[config.mk]
export PLATFORM = sky130hd
export DESIGN_NAME = alu_result_fifo
export DESIGN_NICKNAME = d
export VERILOG_FILES = /design/src/rtl/alu_pkg.sv /design/src/rtl/alu_result_mem.sv /design/src/rtl/alu_result_fifo.sv
export SDC_FILE = /design/constraint.sdc
export NUM_CORES = 1
export LEC_CHECK = 0
export BUFFER_PORTS_ARGS = -buffer_cell sky130_fd_sc_hd__buf_4
export CORE_ASPECT_RATIO = 0.6
export CORE_MARGIN = 2
export CORE_UTILIZATION = 25
export CTS_BUF_LIST = sky130_fd_sc_hd__clkbuf_4 sky130_fd_sc_hd__clkbuf_8
export CTS_CLUSTER_SIZE = 28
export DETAILED_ROUTE_END_ITERATION = 8
export PLACE_DENSITY_LB_ADDON = 0.15
export SLEW_MARGIN = 5
export SYNTH_ARGS = -nofsm -noshare
export SYNTH_HDL_FRONTEND = slang
export SYNTH_SLANG_ARGS = --single-unit
[constraint.sdc]
create_clock -name Clk -period 3.3 [get_ports Clk]
set_input_delay 0.825 -clock Clk [delete_from_list [all_inputs] [get_ports Clk]]
set_output_delay 0.825 -clock Clk [all_outputs]
set_load 0.01 [all_outputs]
[src/rtl/alu_pkg.sv]
// alu_pkg
// Shared definitions for the arithmetic unit and its downstream stages:
// ALU_FUN op-code encodings, the default result width and the packed
// result record that the result FIFO stores per entry.
package alu_pkg;

  localparam int ALU_DATA_WIDTH = 16;

  typedef enum logic [1:0] {
    ADD = 2'b00,
    SUB = 2'b01,
    MUL = 2'b10,
    DIV = 2'b11
  } alu_fun_e;

  // One captured ALU result: payload word, carry out and the op that made it.
  typedef struct packed {
    logic [ALU_DATA_WIDTH-1:0] data;
    logic                      carry;
    alu_fun_e                  fun;
  } alu_result_t;

endpackage

[src/rtl/alu_result_mem.sv]
// alu_result_mem
// DEPTH-entry register array holding alu_result_t records for the result
// FIFO. One synchronous write port, one asynchronous (combinational) read
// port. Storage is deliberately not reset; validity is tracked by the
// owner through its occupancy count.
//
// Ports:
//   Clk      in   clock, writes on rising edge
//   Wr_En    in   write strobe
//   Wr_Addr  in   write address
//   Wr_Entry in   record to store
//   Rd_Addr  in   read address
//   Rd_Entry out  record at Rd_Addr
module alu_result_mem
  import alu_pkg::*;
#(
  parameter int DEPTH  = 4,
  localparam int PTR_W = $clog2(DEPTH)
) (
  input  logic             Clk,
  input  logic             Wr_En,
  input  logic [PTR_W-1:0] Wr_Addr,
  input  alu_result_t      Wr_Entry,
  input  logic [PTR_W-1:0] Rd_Addr,
  output alu_result_t      Rd_Entry
);

  alu_result_t mem [DEPTH];

  always_ff @(posedge Clk) begin
    if (Wr_En) begin
      mem[Wr_Addr] <= Wr_Entry;
    end
  end

  assign Rd_Entry = mem[Rd_Addr];

endmodule

[src/rtl/alu_result_fifo.sv]
// alu_result_fifo
// Captures each registered ALU result (data, carry, op tag) whenever the
// ALU flag strobe is high, buffers it in a small first-word-fall-through
// FIFO and hands it to the consumer over a valid/ready handshake. Pushes
// that arrive while the FIFO is full and not draining are dropped and
// recorded in a sticky overflow flag.
//
// Ports:
//   Clk       in   clock, all state on rising edge
//   RST       in   synchronous active-high reset
//   In_Data   in   ALU result word
//   In_Carry  in   ALU carry
//   In_Fun    in   ALU_FUN code (stored as tag)
//   In_Flag   in   push strobe
//   Out_Ready in   consumer takes the head entry this cycle
//   Ovf_Clr   in   clears the sticky overflow flag
//   Out_Valid out  head entry is valid
//   Out_Data  out  head result word (0 when empty)
//   Out_Carry out  head carry (0 when empty)
//   Out_Fun   out  head op tag (0 when empty)
//   Full      out  Count == DEPTH
//   Empty     out  Count == 0
//   Count     out  occupancy 0..DEPTH
//   Overflow  out  sticky: at least one push was dropped
module alu_result_fifo
  import alu_pkg::*;
#(
  parameter int DATA_WIDTH = ALU_DATA_WIDTH,
  parameter int DEPTH      = 4,
  localparam int CNT_WIDTH = $clog2(DEPTH) + 1
) (
  input  logic                  Clk,
  input  logic                  RST,
  input  logic [DATA_WIDTH-1:0] In_Data,
  input  logic                  In_Carry,
  input  logic [1:0]            In_Fun,
  input  logic                  In_Flag,
  input  logic                  Out_Ready,
  input  logic                  Ovf_Clr,
  output logic                  Out_Valid,
  output logic [DATA_WIDTH-1:0] Out_Data,
  output logic                  Out_Carry,
  output logic [1:0]            Out_Fun,
  output logic                  Full,
  output logic                  Empty,
  output logic [CNT_WIDTH-1:0]  Count,
  output logic                  Overflow
);

  localparam int PTR_W = $clog2(DEPTH);

  logic [PTR_W-1:0] wr_ptr;
  logic [PTR_W-1:0] rd_ptr;
  logic             push;
  logic             pop;
  logic             drop;
  alu_result_t      wr_entry;
  alu_result_t      rd_entry;

  assign Empty     = (Count == '0);
  assign Full      = (Count == CNT_WIDTH'(DEPTH));
  assign Out_Valid = !Empty;

  assign pop  = Out_Valid && Out_Ready;
  // A full FIFO can still accept a push when the head leaves the same cycle.
  assign push = In_Flag && (!Full || pop);
  assign drop = In_Flag && Full && !pop;

  // The entry record's payload width comes from the package; the casts keep
  // the port width independent of it.
  assign wr_entry.data  = ALU_DATA_WIDTH'(In_Data);
  assign wr_entry.carry = In_Carry;
  assign wr_entry.fun   = alu_fun_e'(In_Fun);

  alu_result_mem #(
    .DEPTH(DEPTH)
  ) u_mem (
    .Clk      (Clk),
    .Wr_En    (push && !RST),
    .Wr_Addr  (wr_ptr),
    .Wr_Entry (wr_entry),
    .Rd_Addr  (rd_ptr),
    .Rd_Entry (rd_entry)
  );

  // Stale storage is masked so the head reads as zero when nothing is held.
  assign Out_Data  = Empty ? '0   : DATA_WIDTH'(rd_entry.data);
  assign Out_Carry = Empty ? 1'b0 : rd_entry.carry;
  assign Out_Fun   = Empty ? 2'b00 : rd_entry.fun;

  always_ff @(posedge Clk) begin
    if (RST) begin
      wr_ptr   <= '0;
      rd_ptr   <= '0;
      Count    <= '0;
      Overflow <= 1'b0;
    end else begin
      if (push) begin
        wr_ptr <= wr_ptr + PTR_W'(1);
      end
      if (pop) begin
        rd_ptr <= rd_ptr + PTR_W'(1);
      end

      case ({push, pop})
        2'b10:   Count <= Count + CNT_WIDTH'(1);
        2'b01:   Count <= Count - CNT_WIDTH'(1);
        default: Count <= Count;
      endcase

      // A new drop outranks a clear in the same cycle.
      if (drop) begin
        Overflow <= 1'b1;
      end else if (Ovf_Clr) begin
        Overflow <= 1'b0;
      end
    end
  end

endmodule

==> results.md, run 1 <==
- CP startpoint kind: register
- Final setup viols: 0
- Initial Utilization: 25.8%
- Clk Latency, worst-skew pair: 0.35 ns
- Post-Syn Area per Cell: 18.5 sq um
- Setup bufs post-CTS: 0
- Worst reg-to-reg path cell count: 8
- Max Slew Vio Count: 0
- Mux contribution to synthesized area: 13.0%
- Final hold vios: 0
- Core Area: 0.0137 sq mm
- CTS tree: yes
- DRT iter0 DRCs: 141
- Static leakage: 1.47 nW
- Hold Path Class: reg2reg
- Synth Area in Simple Gates: 8.67%
- Place WS: 0.883 ns
- Endpoint, Worst Hold: wr_ptr[1]
- Yosys reg bits: 86
- Area contributors post-synth: edfxtp_1 (64%), mux4_1 (6.7%), mux4_2 (6.3%)
- Total gr overflow: 0
- Most frequent cells in the layout: edfxtp_1 (76), buf_4 (58), nor2b_1 (18)
- Avg Vias per Cell: 4.06
- Die area: 0.0152 sq mm
- Adder-Cell Fraction of Synth Area: 1.97%
- Crit Path Class: reg2out
- Cell mode on critical path: buf_4
- Hold path start: wr_ptr[1]
- Worst flop-to-flop path endpoint: Count[2]
- Reg clk slew, reported paths: 0.08 ns
- Fin nets: 278
- Layout cell share with drive strength beyond 1: 33.9%
- Hold depth: 2
- Placed Cells: 430
- Total GRT Usage: 10.1%
- Worst Tran Pin Value: 0.427 ns
- Inserted Clock Buffers: 9
- WP data arrival: 1.94 ns
- Post-synth EDFFs: 76
- Initial antenna violation count: 0
- Compound-gate portion of the synthesized area: 2.43%
- Post-route ant nets: 0
- Post-synthesis sequential area ratio: 69.9%
- Htree depth: 3
- Setup WS post-layout: 0.538 ns
- Main combinational cell family by area after synthesis: multiplexers
- Reg2reg start: Count[0]
- Vias after detailed routing: 1,809
- First-pass GRT wire length: 10,900 um
- Synthesized cell area: 0.00355 sq mm
- # diodes: 0
- First drt pass iteration count: 4
- Area fraction of the dominant cell type after synthesis: 64.2%
- Max_cap viols: 0
- Routability Congestion: 0.698
- Die width: 158 um
- Area Overhead vs Synth: 21.2%
- Crit-path max cell delay: 0.63 ns
- Yosys Warn Count: 0
- Fin Setup TNS: 0 ns
- Final min period: 2.76 ns
- Cell count after synthesis: 192
- Critical path, cell by cell: buf_4 > mux4_1 > nor2b_1 > buf_4
- Total power: 2.28 mW
- P per Cell Area: 529 mW/mm^2
- Hold Slack: 0.534 ns
- Slowest stage cell, crit path: mux4_1
- Vias in the first global route: 1,854
- DR WL/cell: 16.0 um
- CP max FO: 19
- Post-route DRC: 0
- RSZ-0062 raised after global routing: no
- DP Wirelength: 4750 um
- Sink Count: 86
- Non-filler cells in the finished layout: 446
- Post-cts sizing count: 0
- Synth Flop Type: edfxtp_1
- Longest Clk Path Bufs: 2
- Critical Path RT: 2.47 ns
- Type of element capturing the critical path: primary output
- Part of the cycle the worst path needs: 83.7%
- Worst VDD drop: 0.159 mV
- Port-buffer cells: 49
- Count of cell types in the netlist: 32
- Clk root buf: clkbuf_8
- Ports: 50
- Most common cell after layout, fill and taps aside: edfxtp_1
- Hold Buf Count CTS: 0
- Clk_skew: 0.00616 ns
- Pin count of the biggest net entering global routing: 20
- Final wirelength: 7120 um
- FF-to-FF setup slack: 1.03 ns
- FFs w/ async S/R, synth: 0%
- Xor and xnor area share after synthesis: 0.986%
- Syn Nets: 221
- Fmax: 362 MHz
- Die Ht: 96.3 um
- Cell taking the most area after synthesis: edfxtp_1
- Outcome: completed
- Slew margin rel.: 71.1%
- Row count: 33
## where the power goes
part           internal (mW)  total, mW  switching, mW
registers               1.22       1.25         0.0260
clock network          0.259      0.605          0.346
logic                  0.219      0.426          0.208
## critical path: cells and delay by family (launching register included)
family / cells / cell delay [ns]
buffers and inverters: 2 / 0.48
and+or+nand+nor: 1 / 0.16
muxes: 1 / 0.63
DFF: 1 / 0.31
## synth_stat cells (4+ instances only)
master	count
mux4_2	10
nand3_1	4
dfxtp_1	10
mux4_1	9
ha_1	4
inv_1	7
edfxtp_1	76
and2_1	5
nor2_1	7
xor2_1	4
buf_2	7
nor2b_1	18
## stage by stage
step / instance area [sq um] / utilization, %
after floorplan: 3550 / -
after global placement: 4150 / 30.2
after detailed placement: 4150 / 30.2
after CTS: 4310 / 31.3
after global routing: 4310 / 31.3
final: 4310 / 31.3
## layout make-up
| type | count | area, sq um |
|---|---|---|
| Timing Repair Buffer | 58 | 435 |
| Sequential cell | 86 | 2480 |
| Clock inverter | 7 | 31.3 |
| Inverter | 7 | 26.3 |
| Multi-Input combinational cell | 87 | 966 |
| Fill cell | 1373 | 9440 |
| Tap cell | 192 | 240 |
| Clock buffer | 9 | 124 |
## flip-flops by register name (all words and copies together), names as in the netlist, named ones only
signal and cells:
wr_ptr 2, Count 3, u_mem.mem 76, rd_ptr 2, Overflow 1
## how the worst max path moves through the flow
stage / from / end / cells after the start
CTS: register / Out_Data[4] / 4
detailed placement: register / Out_Data[4] / 4
finish: register / Out_Data[4] / 4
global route: register / Out_Data[4] / 4
global placement: In_Flag / Count[2] / 7
floorplan: In_Flag / Count[2] / 7
## routing by layer
| layer | track usage [%] | part of all wire [%] | up-vias |
|---|---|---|---|
| li1 | - | - | 856 |
| met1 | 14.1 | 51 | 906 |
| met2 | 14.6 | 43 | 38 |
| met3 | 3.74 | 5.4 | 9 |
| met4 | 3.41 | 1.3 | 0 |
| met5 | 0 | 0 | - |
## cell families (layout without fill, tap and decap cells)
group | after synthesis | in the layout
compound gates | 13 | 13
xor+xnor | 4 | 4
fa+ha+maj | 5 | 5
buf+inv | 19 | 81
flops | 86 | 86
mux | 19 | 19
simple gates | 46 | 46
(Power assumes the default switching activity.)
==> inputs of run 2 (changes only) <==
==> constraint.sdc (replaced) <==
create_clock -name Clk -period 2.7 [get_ports Clk]
set_input_delay 0.675 -clock Clk [delete_from_list [all_inputs] [get_ports Clk]]
set_output_delay 0.675 -clock Clk [all_outputs]
set_load 0.01 [all_outputs]
==> run 2 against run 1 <==
Effect of this change:
- design area up 2.7%
- count of clock-buffer cells in the layout is the same
- cell count did not move
- routed wire length is 3.9% lower
- worst setup slack got worse by 0.35 ns
- non-clock buffer count stayed put
- register-to-register slack lost 0.39 ns
- total power up 40%
- largest power group unchanged
- first-iteration DRC count is 11% lower
==> results.md, run 2 (synthesis results as in run 1) <==
- Outcome: completed
- First drt pass iteration count: 4
- Hold Buf Count CTS: 0
- Longest Clk Path Bufs: 2
- Htree depth: 3
- FF-to-FF setup slack: 0.64 ns
- Initial antenna violation count: 0
- Static leakage: 1.52 nW
- DP Wirelength: 4450 um
- DRT iter0 DRCs: 125
- Crit Path Class: reg2out
- Final instance area: 0.00442 sq mm
- Fin nets: 278
- Reg clk slew, reported paths: 0.08 ns
- Hold Slack: 0.519 ns
- Clk Latency, worst-skew pair: 0.35 ns
- Sink Count: 86
- Slowest stage cell, crit path: mux4_1
- Largest regs: u_mem.mem: 76 flops, Count: 3 flops
- Final setup viols: 0
- Placed cell area: 0.00416 sq mm
- Total GRT Usage: 9.84%
- Endpoint, Worst Hold: u_mem.mem[0][0]
- DR WL/cell: 15.3 um
- # diodes: 0
- Clk_skew: 0.00353 ns
- Critical path, cell by cell: buf_12 > mux4_1 > nor2b_1 > buf_4
- CP startpoint kind: register
- Max Slew Vio Count: 0
- Most frequent cells in the layout: edfxtp_1 (76), buf_4 (57), nor2b_1 (18)
- Part of the cycle the worst path needs: 92.9%
- Type of element capturing the critical path: primary output
- Layout Utilization: 32.2%
- Total power: 3.19 mW
- First-pass GRT wire length: 10,500 um
- Pin count of the biggest net entering global routing: 20
- Core Area: 0.0137 sq mm
- Post-cts sizing count: 0
- Worst reg-to-reg path cell count: 7
- Placed Cells: 430
- Slew margin rel.: 71.1%
- Setup WS post-layout: 0.191 ns
- P per Cell Area: 722 mW/mm^2
- Die width: 158 um
- Final hold vios: 0
- Ports: 50
- Non-filler cells in the finished layout: 446
- Most common cell after layout, fill and taps aside: edfxtp_1
- Hold path start: In_Fun[0]
- Post-route ant nets: 0
- Final wirelength: 6850 um
- Initial Utilization: 25.8%
- Port-buffer cells: 49
- Avg Vias per Cell: 4.09
- WP data arrival: 1.83 ns
- Worst Tran Pin Value: 0.429 ns
- Layout cell share with drive strength beyond 1: 35.0%
- Post-route DRC: 0
- Row count: 33
- Worst flop-to-flop path endpoint: Count[2]
- Place WS: 0.481 ns
- Hold depth: 1
- Hold Path Class: in2reg
- Total gr overflow: 0
- Die area: 0.0152 sq mm
- Largest Register: u_mem.mem
- Reg2reg start: Count[0]
- Clk root buf: clkbuf_8
- Setup bufs post-CTS: 0
- Max_cap viols: 0
- RSZ-0062 raised after global routing: no
- Worst VDD drop: 0.296 mV
- Crit-path max cell delay: 0.61 ns
- Routability Congestion: 0.730
- Inserted Clock Buffers: 9
- Fin Setup TNS: 0 ns
- Vias after detailed routing: 1,825
- Vias in the first global route: 1,846
- CTS tree: yes
- Die Ht: 96.3 um
- CP max FO: 19
- Area Overhead vs Synth: 24.5%
- Critical Path RT: 2.03 ns
- Max FFs per register: 76
- Final min period: 2.51 ns
- Fmax: 399 MHz
run 2: how the worst max path moves through the flow:
stage                   end
3_3_place_gp       Count[2]
2_1_floorplan      Count[2]
4_1_cts        Out_Data[15]
6_report       Out_Data[15]
3_5_place_dp       Count[2]
5_1_grt         Out_Data[1]
run 2: critical path: cells and delay by family (launching register included):
kind,cells,cell delay (ns)
buffers and inverters,2,0.36
multiplexers,1,0.61
AND/OR/NAND/NOR,1,0.16
flip-flops,1,0.36
run 2: where the power goes:
group | switching, mW | internal, mW | total (mW)
registers | 0.0279 | 1.49 | 1.52
clock network | 0.435 | 0.703 | 1.14
logic | 0.259 | 0.277 | 0.536
total | 0.722 | 2.47 | 3.19
run 2: area by class of cell:
type | count | area, sq um
fill | 1344 | 9330
clock inverter | 7 | 136
multi-input combinational | 87 | 966
timing repair buffer | 58 | 448
clock buffer | 9 | 124
sequential | 86 | 2480
inverter | 7 | 26.3
tap | 192 | 240
run 2: layer usage:
| metal | up-vias | GRT usage, % | share of wire [%] |
|---|---|---|---|
| met1 | 914 | 13.7 | 49 |
| li1 | 859 | - | - |
| met5 | - | 0 | 0 |
| met3 | 10 | 3.56 | 6.3 |
| met2 | 42 | 13.8 | 43 |
| met4 | 0 | 4.09 | 1.5 |
